$ cat src/rtl/sig_threshold_detector.sv
// sig_threshold_detector
//
// Per-channel crossing detector that sits in front of the scan-cycle controller.
// While armed, it watches the sample stream for a debounced upward crossing of
// `threshold`. On a qualified crossing it emits a one-cycle `detected` pulse and
// reports the timestamp of the first sample of the qualifying run. It then tracks
// the pulse peak until the signal falls back below threshold.
//
// Ports
//   clk           system clock
//   reset         synchronous, active-high reset
//   sync_start    scan sync level; its rising edge restarts the timestamp base
//   enable        arm request from the controller
//   sample_valid  sample_data / threshold are meaningful this cycle
//   sample_data   unsigned ADC sample
//   threshold     detect threshold (unsigned)
//   detected      one-cycle pulse on a qualified crossing
//   edge_time     stamp of the first sample of the qualifying run
//   peak_value    maximum sample between crossing and fall
//   peak_valid    one-cycle pulse when peak_value has been updated
//   busy          high whenever the detector is not idle
module sig_threshold_detector #(
   parameter int unsigned DATA_W   = 12,
   parameter int unsigned CNT_W    = 16,
   parameter int unsigned DEBOUNCE = 4
) (
   input  logic              clk,
   input  logic              reset,
   input  logic              sync_start,
   input  logic              enable,
   input  logic              sample_valid,
   input  logic [DATA_W-1:0] sample_data,
   input  logic [DATA_W-1:0] threshold,
   output logic              detected,
   output logic [CNT_W-1:0]  edge_time,
   output logic [DATA_W-1:0] peak_value,
   output logic              peak_valid,
   output logic              busy
);

   typedef enum logic [2:0] {
      StIdle,
      StArmed,
      StWaitRise,
      StQualify,
      StTrack,
      StDone
   } state_e;

   localparam logic [CNT_W-1:0] CntMax      = '1;
   localparam logic [3:0]       DebounceCnt = 4'(DEBOUNCE);

   state_e              state_q, state_d;
   logic                sync_prev_q;
   logic [CNT_W-1:0]    ts_q, ts_d;
   logic [CNT_W-1:0]    cand_time_q, cand_time_d;
   logic [3:0]          run_cnt_q, run_cnt_d;
   logic [DATA_W-1:0]   peak_q, peak_d;
   logic [CNT_W-1:0]    edge_time_q, edge_time_d;
   logic [DATA_W-1:0]   peak_value_q, peak_value_d;
   logic                detected_q, detected_d;
   logic                peak_valid_q, peak_valid_d;

   logic                sync_rise;
   logic                above;
   logic                below;
   logic [CNT_W-1:0]    stamp;
   logic [DATA_W-1:0]   peak_max;
   logic [3:0]          run_inc;

   always_comb begin
      sync_rise = sync_start & ~sync_prev_q;
      above     = sample_valid & (sample_data >= threshold);
      below     = sample_valid & (sample_data < threshold);
      // A sample coincident with the sync edge is the first of the new base.
      stamp     = sync_rise ? '0 : ts_q;
      peak_max  = (sample_data > peak_q) ? sample_data : peak_q;
      run_inc   = run_cnt_q + 4'd1;
   end

   // Timestamp counter: counts valid beats since the last sync edge, saturating.
   always_comb begin
      ts_d = ts_q;
      if (sync_rise) begin
         ts_d = sample_valid ? {{(CNT_W-1){1'b0}}, 1'b1} : '0;
      end else if (sample_valid && (ts_q != CntMax)) begin
         ts_d = ts_q + {{(CNT_W-1){1'b0}}, 1'b1};
      end
   end

   always_comb begin
      state_d      = state_q;
      cand_time_d  = cand_time_q;
      run_cnt_d    = run_cnt_q;
      peak_d       = peak_q;
      edge_time_d  = edge_time_q;
      peak_value_d = peak_value_q;
      detected_d   = 1'b0;
      peak_valid_d = 1'b0;

      unique case (state_q)
         StIdle: begin
            if (enable) begin
               state_d = StArmed;
            end
         end

         // Wait for a below-threshold baseline so an already-high channel is
         // not reported as a fresh crossing.
         StArmed: begin
            if (sync_rise || !enable) begin
               state_d   = StIdle;
               run_cnt_d = '0;
               peak_d    = '0;
            end else if (below) begin
               state_d = StWaitRise;
            end
         end

         StWaitRise: begin
            if (sync_rise || !enable) begin
               state_d   = StIdle;
               run_cnt_d = '0;
               peak_d    = '0;
            end else if (above) begin
               cand_time_d = stamp;
               run_cnt_d   = 4'd1;
               peak_d      = sample_data;
               if (DEBOUNCE == 1) begin
                  detected_d  = 1'b1;
                  edge_time_d = stamp;
                  state_d     = StTrack;
               end else begin
                  state_d = StQualify;
               end
            end
         end

         StQualify: begin
            if (sync_rise || !enable) begin
               state_d   = StIdle;
               run_cnt_d = '0;
               peak_d    = '0;
            end else if (above) begin
               run_cnt_d = run_inc;
               peak_d    = peak_max;
               if (run_inc == DebounceCnt) begin
                  detected_d  = 1'b1;
                  edge_time_d = cand_time_q;
                  state_d     = StTrack;
               end
            end else if (below) begin
               // Glitch: drop the candidate and look for a new rise.
               state_d   = StWaitRise;
               run_cnt_d = '0;
               peak_d    = '0;
            end
         end

         // Enable low here does not abort: the fall is still reported.
         StTrack: begin
            if (sync_rise) begin
               state_d   = StIdle;
               run_cnt_d = '0;
               peak_d    = '0;
            end else if (above) begin
               peak_d = peak_max;
            end else if (below) begin
               peak_value_d = peak_q;
               peak_valid_d = 1'b1;
               state_d      = enable ? StDone : StIdle;
            end
         end

         StDone: begin
            if (!enable) begin
               state_d = StIdle;
            end
         end

         default: begin
            state_d = StIdle;
         end
      endcase
   end

   always_ff @(posedge clk) begin
      if (reset) begin
         state_q      <= StIdle;
         sync_prev_q  <= 1'b0;
         ts_q         <= '0;
         cand_time_q  <= '0;
         run_cnt_q    <= '0;
         peak_q       <= '0;
         edge_time_q  <= '0;
         peak_value_q <= '0;
         detected_q   <= 1'b0;
         peak_valid_q <= 1'b0;
      end else begin
         state_q      <= state_d;
         sync_prev_q  <= sync_start;
         ts_q         <= ts_d;
         cand_time_q  <= cand_time_d;
         run_cnt_q    <= run_cnt_d;
         peak_q       <= peak_d;
         edge_time_q  <= edge_time_d;
         peak_value_q <= peak_value_d;
         detected_q   <= detected_d;
         peak_valid_q <= peak_valid_d;
      end
   end

   assign detected   = detected_q;
   assign edge_time  = edge_time_q;
   assign peak_value = peak_value_q;
   assign peak_valid = peak_valid_q;
   assign busy       = (state_q != StIdle);

endmodule

$ cat config.mk
export PLATFORM = sky130hd
export DESIGN_NAME = sig_threshold_detector
export DESIGN_NICKNAME = d
export VERILOG_FILES = /design/src/rtl/sig_threshold_detector.sv
export SDC_FILE = /design/constraint.sdc
export NUM_CORES = 1
export LEC_CHECK = 0
export BUFFER_PORTS_ARGS = -buffer_cell sky130_fd_sc_hd__buf_2
export CAP_MARGIN = 20
export CORE_ASPECT_RATIO = 1.5
export CORE_UTILIZATION = 57
export CTS_CLUSTER_SIZE = 28
export DETAILED_ROUTE_END_ITERATION = 10
export PLACE_DENSITY = 0.79
export SYNTH_ARGS = -nofsm -noshare
export SYNTH_HDL_FRONTEND = slang
export SYNTH_SLANG_ARGS = --single-unit
$ cat constraint.sdc
create_clock -name clk -period 3.3 [get_ports clk]
set_input_delay 0.66 -clock clk [delete_from_list [all_inputs] [get_ports clk]]
set_output_delay 0.66 -clock clk [all_outputs]
set_load 0.03 [all_outputs]
# Word-level counts from Yosys, hierarchy flattened
# Index checks and enable logic that the tools add are counted.
[op_classes]
magnitude_cmp = 3
addsub = 2
n_eq_ne = 17
n_mux = 38
bitwise_logic = 9
reduce_logical = 15
[op_table]
columns = ["operator", "n"]
rows = [
  ["12-bit two-way mux", 9],
  ["16-bit two-way mux", 3],
  ["12-bit case mux with 4 select lines", 1],
  ["3-bit two-way mux", 13],
  ["4-bit two-way mux", 7],
  ["3-bit case mux with 6 select lines", 1],
  ["16-bit by 1-bit adder with 16-bit output, second input constant", 1],
  ["16-bit inequality test, second input constant", 1],
  ["4-bit case mux with 4 select lines", 1],
  ["12-bit greater-or-equal comparator", 1],
  ["12-bit > comparator", 1],
  ["12-bit < comparator", 1],
  ["3-bit inequality test, second input constant", 4],
  ["5-bit AND reduction", 2],
  ["2-bit inequality test, second input constant", 4],
  ["4-bit inequality test, second input constant", 2],
  ["4-bit AND reduction", 2],
  ["4-bit OR reduction", 2],
  ["3-bit by 2-bit == test with 1-bit output, second input constant", 2],
  ["3-bit == test, second input constant", 2],
  ["1-bit inverter", 6],
  ["6-bit AND reduction", 1],
  ["4-bit by 1-bit adder with 4-bit output, second input constant", 1],
  ["4-bit by 3-bit == test with 1-bit output, second input constant", 1],
  ["other kinds (11)", 15],
]
[totals]
out_inout_bits = 31
elab_cells = 94
reg_bits = 82
in_bits = 29

# Logic depth before layout (Yosys ltp)
# Gate-level depths: netlist of run 1.
[depth]
word_depth = 6
depth_mapped = 11
ltp_nobuf = 9

# Least setup slack after synthesis of run 1
# Ideal clock, no wire load.
[synth_path]
path_type = "input to register"
startpoint = "input port threshold[7]"
endpoint = "register edge_time_q[10], in the netlist edge_time[10]"
setup_time_ns = 0.128
path_stages = 11
required_time_ns = 3.172
setup_slack_ns = 0.692
path_buffers = 2
arrival_time_ns = 2.481
cell_sequence = "inv_1 > ha_1 > nand4_1 > nor2_1 > o21bai_2 > and3_1 > buf_2 > nor3_4 > buf_6 > mux2i_1 > nor2_1"
[synth_between]
elab_chain_cells = 3
[synth_rtl]
columns = ["element", "line_no", "text"]
rows = [
  ["from (decl)", "33", "input logic [DATA_W-1:0] threshold,"],
  ["12-bit greater-or-equal comparator", "73", "above = sample_valid & (sample_data >= threshold);"],
  ["1-bit AND", "73", ""],
  ["4-bit AND reduction (no source line)", "n/a", ""],
  ["to (signal assigned)", "206", "edge_time_q <= edge_time_d;"],
  ["to (decl)", "59", "logic [CNT_W-1:0] edge_time_q, edge_time_d;"],
]
# No other way between the ends.
# A chain may end at the register's enable or synchronous reset.

# Final worst setup path of run 1
[layout_path]
startpoint = "input port sample_data[9]"
endpoint = "register peak_q[10]"
[layout_between]
elab_chain_cells = 5
elab_cells_between_ends = 15
classes_between = "order compare (3); eq/ne (3); mux (6); bitwise (2); reduce/logical (1)"
[layout_rtl]
columns = ["element", "line_no", "text"]
rows = [
  ["from (decl)", "32", "input logic [DATA_W-1:0] sample_data,"],
  ["12-bit > comparator or 12-bit greater-or-equal comparator (tied branches)", "77, 73", ""],
  ["12-bit two-way mux or 1-bit AND (tied branches)", "77, 73", ""],
  ["12-bit two-way mux (on tied branches)", "166, 144", ""],
  ["12-bit two-way mux (on tied branches)", "162, 140", ""],
  ["12-bit case mux with 4 select lines", "101", "unique case (state_q)"],
  ["to (signal assigned)", "205", "peak_q <= peak_d;"],
  ["to (decl)", "58", "logic [DATA_W-1:0] peak_q, peak_d;"],
]
# Parallel ways exist; a longest one is shown, timed or not. The select of a mux whose other input is x is not followed.

==> results.json, run 1 <==
{
  "violations": "design-rule violations",
  "placed_area_sq_um": 4370,
  "cts_tree": "yes",
  "synth-async-reset-ratio_pct": 0,
  "power.share.switching_pct": 26.0,
  "die_w_microns": 70.7,
  "fmax_mhz": 322,
  "p_sw_mw": 0.501,
  "start_util_pct": 59.0,
  "fillers": 582,
  "htree_num_levels": 3,
  "met1Wirelength_microns": 3520,
  "hpwl_microns": 6740,
  "status": "complete, but fails checks",
  "whs_ps": 480,
  "worstPathArrival_ps": 3410,
  "setup-tns-final_ps": 0,
  "ir_drop_uv": 298,
  "rows": 37,
  "ys_types": 57,
  "drt_pass1_iterations": 7,
  "grt_pass1_vias": 3490,
  "max_cap_violations": 0,
  "post_cts_buffers": 0,
  "power_density_nw_per_um2": 422,
  "route.met2.wl_microns": 5010,
  "nets": 561,
  "die_area_sq_um": 7440,
  "synth.cell_area_sq_um": 4040,
  "ioPinCount": 60,
  "synth_nets": 507,
  "grt_pass1_wl_microns": 15800,
  "seq_area_frac_synth_pct": 40.6,
  "highest_layer": "met4",
  "wirelength_microns": 9430,
  "overflow": 0,
  "power.leakage_nw": 1.82,
  "start_kind": "input pin",
  "track_usage_pct": 27.2,
  "postLayoutCellArea_sq_um": 4570,
  "cp_max_fo": 12,
  "rsz0062_at_grt": "no",
  "antenna_found_initial": 0,
  "fin_cells": 588,
  "p_total_mw": 1.93,
  "path_clk_slew_ps": 80,
  "finalSetupViolCount": 0,
  "syn_area_per_cell_sq_um": 8.96,
  "share_seq_of_total_power_pct": 51.8,
  "relSlewSlack_pct": 23.8,
  "synth.ff_latch_count": 82,
  "utilization_pct": 66.8,
  "finalWorstSetupSlack_ps": 197,
  "synth_edf_count": 0,
  "grt_start_max_net_pins": 40,
  "cpMaxStageDelayCell": "a21oi_1",
  "drive_gt1_share_pct": 19.2,
  "intPower_mw": 1.43,
  "num_vias": 3511,
  "wl_per_cell_microns": 16.0,
  "io_buffers": 59,
  "post_cts_resized": 0,
  "core-area_sq_um": 6850,
  "yosysWarnings": 0,
  "worstPathRequired_ps": 3610,
  "reg2reg_slack_ps": 470,
  "min_path_type": "flop to flop",
  "gp_congestion": 0.946,
  "max_stage_delay_ps": 880,
  "post-place-ws_ps": -126,
  "numCtsBuffers": 9,
  "max_slew.worst_pin.slew_ps": 1140,
  "fin_crit_sh_pct": 94.0,
  "drv_slew": 0,
  "ys.flop_type": "dfxtp_1",
  "dieHeight_microns": 105,
  "critical_path.cell_chain": "buf_2, ha_1, nand4_1, o21bai_2, and3_1, a2111o_1, a21oi_1, a22o_1",
  "p_comb_share_pct": 9.6,
  "drt_iter0_markers": 169,
  "root_buffer": "clkbuf_8",
  "clockPowerShare_pct": 38.7,
  "finalCriticalPeriod_ps": 3100,
  "vias_per_cell": 5.97,
  "met3_length_microns": 465,
  "hold_viol_final": 0,
  "antenna_cells": 0,
  "areaGrowthSynthToFinish_pct": 13.2,
  "clock_skew_ps": 8.46,
  "clock_path_buffers": 2,
  "drt.antenna.violating_nets": 0,
  "dp_cells": 572,
  "path_class": "input pin to flop",
  "synth_cells": 451,
  "worst_setup_path_end_kind": "flop",
  "clock_sinks": 82,
  "cts_hold_buffers": 0,
  "drc": 12,
  "insertion_delay_ps": 370
}
==> critical path, delay by kind of cell <==
kind / cells / cell delay, ps
AOI/OAI and AO/OA: 4 / 1840
adders and majority gates: 1 / 310
buffers and inverters: 1 / 120
and+or+nand+nor: 2 / 470
==> power groups by stage <==
stage | Combinational [mW] | Sequential (mW) | Clock [mW]
floorplan | 0.125 | 1.02 | 0
global placement | 0.176 | 1.02 | 0
detailed placement | 0.181 | 1.02 | 0
CTS | 0.183 | 1.00 | 0.760
global route | 0.204 | 1.00 | 0.814
finish | 0.185 | 1.00 | 0.748
==> cell families (layout without fill, tap and decap cells) <==
family                     Yosys count  count (layout)  share of synthesized area [%]
adders and majority gates           28              28                           8.61
xor gates and xnor gates            14              14                           3.04
and+or+nand+nor                    138             138                           16.9
DFF                                 82              82                           40.6
buffers and inverters               50             109                           5.42
muxes                               31              31                           7.68
AOI/OAI and AO/OA                  108             108                           17.7
==> cells in the mapped netlist (all sizes together) (3+ instances only) <==
cell type | count | area share, %
o21ai | 27 | 3.3
nand3 | 25 | 3.1
nand4 | 9 | 1.4
a21oi | 38 | 4.7
nor2b | 5 | 0.77
inv | 26 | 2.4
xnor2 | 3 | 0.65
nor3 | 4 | 0.90
and3 | 5 | 0.77
a211oi | 4 | 0.74
o211ai | 3 | 0.56
ha | 27 | 8.4
a31oi | 4 | 0.99
clkbuf | 14 | 1.3
buf | 10 | 1.7
xor2 | 11 | 2.4
nor2 | 54 | 5.1
or3 | 7 | 1.1
nand2 | 18 | 1.8
a22o | 13 | 2.8
nand2b | 4 | 0.68
mux2i | 31 | 7.7
dfxtp | 82 | 41
==> flip-flops by register name, indices dropped and copies added (netlist names) <==
signal	count
edge_time	16
cand_time_q	16
state_q	3
peak_q	12
detected	1
peak_valid	1
peak_value	12
sync_prev_q	1
run_cnt_q	4
ts_q	16
==> path summary, 6_finish.rpt <==
path,from,endpoint,cells after the start
worst min-delay path,cand_time_q[5]$_SDFFE_PP0P_,cand_time_q[5]$_SDFFE_PP0P_,2
worst max-delay path,sample_data[9],peak_q[10]$_SDFFE_PP0P_,8
worst max register to register,peak_q[10]$_SDFFE_PP0P_,peak_q[10]$_SDFFE_PP0P_,8
worst min register to register,cand_time_q[5]$_SDFFE_PP0P_,cand_time_q[5]$_SDFFE_PP0P_,2
==> placed cells by master (no fill, tap or decap), types with 2 or more instances in the layout <==
master     n
nand2b_1   3
o211ai_1   3
dfxtp_1   82
nor2b_1    5
nor3_1     2
and4_1     2
inv_1     26
o21ai_0   25
nor4_1     2
buf_4      8
xor2_1    11
nand2_1   16
nor2_1    52
a21oi_1   38
a311oi_1   2
buf_2     59
and2_1     2
a31oi_1    3
ha_1      27
a211oi_1   4
o21a_1     2
nand3_1   25
a22o_1    12
xnor2_1    3
nand2_2    2
clkinv_2   2
nand4_1    9
mux2i_1   31
o21ai_1    2
nor2_2     2
and3_1     5
or3_1      6
clkbuf_8  10
==> routing by layer <==
metal	up-vias	GRT usage (%)
met5	-	0
met4	0	15.4
met3	39	6.27
met2	122	49.2
met1	1635	28.2
li1	1715	-
==> area by class of cell <==
type	count	area, sq um	share of cell area (%)
tap	78	97.6	2.13
multi-input combinational	319	2180	47.6
clock buffer	10	138	3.01
inverter	26	97.6	2.13
sequential	82	1640	35.9
timing repair buffer	67	355	7.77
clock inverter	6	65.1	1.42
Power figures use the tool's default switching activity.
==> inputs of run 2 (changes only) <==
--- a/config.mk
+++ b/config.mk
@@ -11,7 +11,9 @@
 export CORE_UTILIZATION = 57
 export CTS_CLUSTER_SIZE = 28
 export DETAILED_ROUTE_END_ITERATION = 10
+export GPL_ROUTABILITY_DRIVEN = 0
 export PLACE_DENSITY = 0.79
+export RECOVER_POWER = 100
 export SYNTH_ARGS = -nofsm -noshare
 export SYNTH_HDL_FRONTEND = slang
 export SYNTH_SLANG_ARGS = --single-unit
==> run 2 against run 1 <==
Compared with the run above:
- the flow finishes with violations (design-rule violations, max-capacitance violations, max-slew violations)
- hold slack is essentially flat
- clock-buffer cell count is the same
- wire length grew 0.92%
- utilization shrank 0.82 points
- total power shrank 0.11%
- critical path depth is the same
- clock skew shrank 1.0 ps
- clock power is essentially flat
- design area shrank 1.2%
- die area is the same
- largest cell class unchanged
==> results.json, run 2 (synthesis results as in run 1) <==
{
  "grt_pass1_wl_microns": 15800,
  "ir_drop_uv": 298,
  "drt_iter0_markers": 134,
  "track_usage_pct": 27.2,
  "p_total_mw": 1.93,
  "num_vias": 3476,
  "drive_gt1_share_pct": 12.2,
  "cts_tree": "yes",
  "overflow": 0,
  "start_kind": "input pin",
  "start_util_pct": 59.0,
  "nets": 561,
  "antenna_cells": 0,
  "worstPathRequired_ps": 3600,
  "power_density_nw_per_um2": 427,
  "insertion_delay_ps": 370,
  "final_common_cell": "dfxtp_1",
  "io_buffers": 59,
  "hpwl_microns": 6740,
  "hold_viol_final": 0,
  "fmax_mhz": 323,
  "ioPinCount": 60,
  "wl_per_cell_microns": 16.2,
  "htree_num_levels": 3,
  "path_clk_slew_ps": 80,
  "post_cts_resized": 0,
  "path_class": "input pin to flop",
  "finalCriticalPeriod_ps": 3090,
  "placed_area_sq_um": 4370,
  "die_area_sq_um": 7440,
  "fin_cells": 588,
  "grt_pass1_vias": 3490,
  "areaGrowthSynthToFinish_pct": 11.8,
  "dp_cells": 572,
  "power.leakage_nw": 1.67,
  "worst_setup_path_end_kind": "flop",
  "root_buffer": "clkbuf_8",
  "dieHeight_microns": 105,
  "fin_crit_sh_pct": 93.7,
  "postLayoutCellArea_sq_um": 4520,
  "drv_slew": 40,
  "max_cap_violations": 1,
  "setup-tns-final_ps": 0,
  "rsz0062_at_grt": "no",
  "max_slew.worst_pin.slew_ps": 1750,
  "drt.antenna.violating_nets": 0,
  "violations": "design-rule violations, max-capacitance violations, max-slew violations",
  "drc": 12,
  "rows": 37,
  "worstPathArrival_ps": 3400,
  "min_path_type": "flop to flop",
  "wirelength_microns": 9520,
  "status": "complete, but fails checks",
  "grt_start_max_net_pins": 40,
  "core-area_sq_um": 6850,
  "clock_skew_ps": 7.45,
  "numCtsBuffers": 9,
  "whs_ps": 479,
  "drt_pass1_iterations": 8,
  "cp_max_fo": 12,
  "die_w_microns": 70.7,
  "relSlewSlack_pct": -16.6,
  "vias_per_cell": 5.91,
  "clock_sinks": 82,
  "mostFrequentLayoutCells": "82 x dfxtp_1, 53 x nor2_1, 38 x a21oi_1, 33 x clkbuf_1, 31 x mux2i_1",
  "cts_hold_buffers": 0,
  "fillers": 599,
  "clock_path_buffers": 2,
  "antenna_found_initial": 0,
  "post_cts_buffers": 0,
  "finalSetupViolCount": 0
}
==> run 2: cell count changes in the layout (fill, tap and decap cells not counted), sizes merged <==
cell / before / now
clkbuf: 10 / 45
buf: 67 / 32
==> run 2: worst paths after layout <==
path,slack (ps),cells past startpoint,to,startpoint
worst max-delay path,210,8,peak_q[10]$_SDFFE_PP0P_,sample_data[9]
worst min-delay path,480,2,cand_time_q[5]$_SDFFE_PP0P_,cand_time_q[5]$_SDFFE_PP0P_
worst max register to register,490,8,peak_q[10]$_SDFFE_PP0P_,peak_q[10]$_SDFFE_PP0P_
worst min register to register,480,2,cand_time_q[5]$_SDFFE_PP0P_,cand_time_q[5]$_SDFFE_PP0P_
==> run 2: worst max-delay path, stage by stage <==
cell and delay (ps):
clkbuf_1 110, ha_1 320, nand4_1 200, o21bai_2 290, and3_1 280, a2111o_1 390
a21oi_1 850, a22o_1 280
==> run 2: routing by layer <==
layer / track usage (%) / part of all wire (%)
met5: 0 / 0
met2: 49.2 / 53
met3: 6.27 / 3.7
met4: 15.4 / 4.2
met1: 28.2 / 39
==> run 2: cell type report <==
| cell class | count | area [sq um] | share of cell area [%] |
|---|---|---|---|
| multi-input combinational | 319 | 2170 | 48.1 |
| sequential | 82 | 1640 | 36.3 |
| timing repair buffer | 67 | 307 | 6.78 |
| clock buffer | 10 | 138 | 3.05 |
| inverter | 26 | 97.6 | 2.16 |
| tap | 78 | 97.6 | 2.16 |
| clock inverter | 6 | 65.1 | 1.44 |
==> run 2: where the power goes <==
group	total [mW]	internal (mW)	switching (mW)	leakage, nW
clock network	0.747	0.371	0.375	0.103
registers	1.00	0.993	0.00754	0.661
logic	0.184	0.0657	0.118	0.909
==> run 2: through the flow <==
step | setup WS [ps] | util [%]
after global placement | -60.1 | 63.8
after global routing | 70.9 | 65.9
after detailed placement | -126 | 63.8
after floorplan | 692 | -
after CTS | 240 | 66.8
final | 208 | 65.9
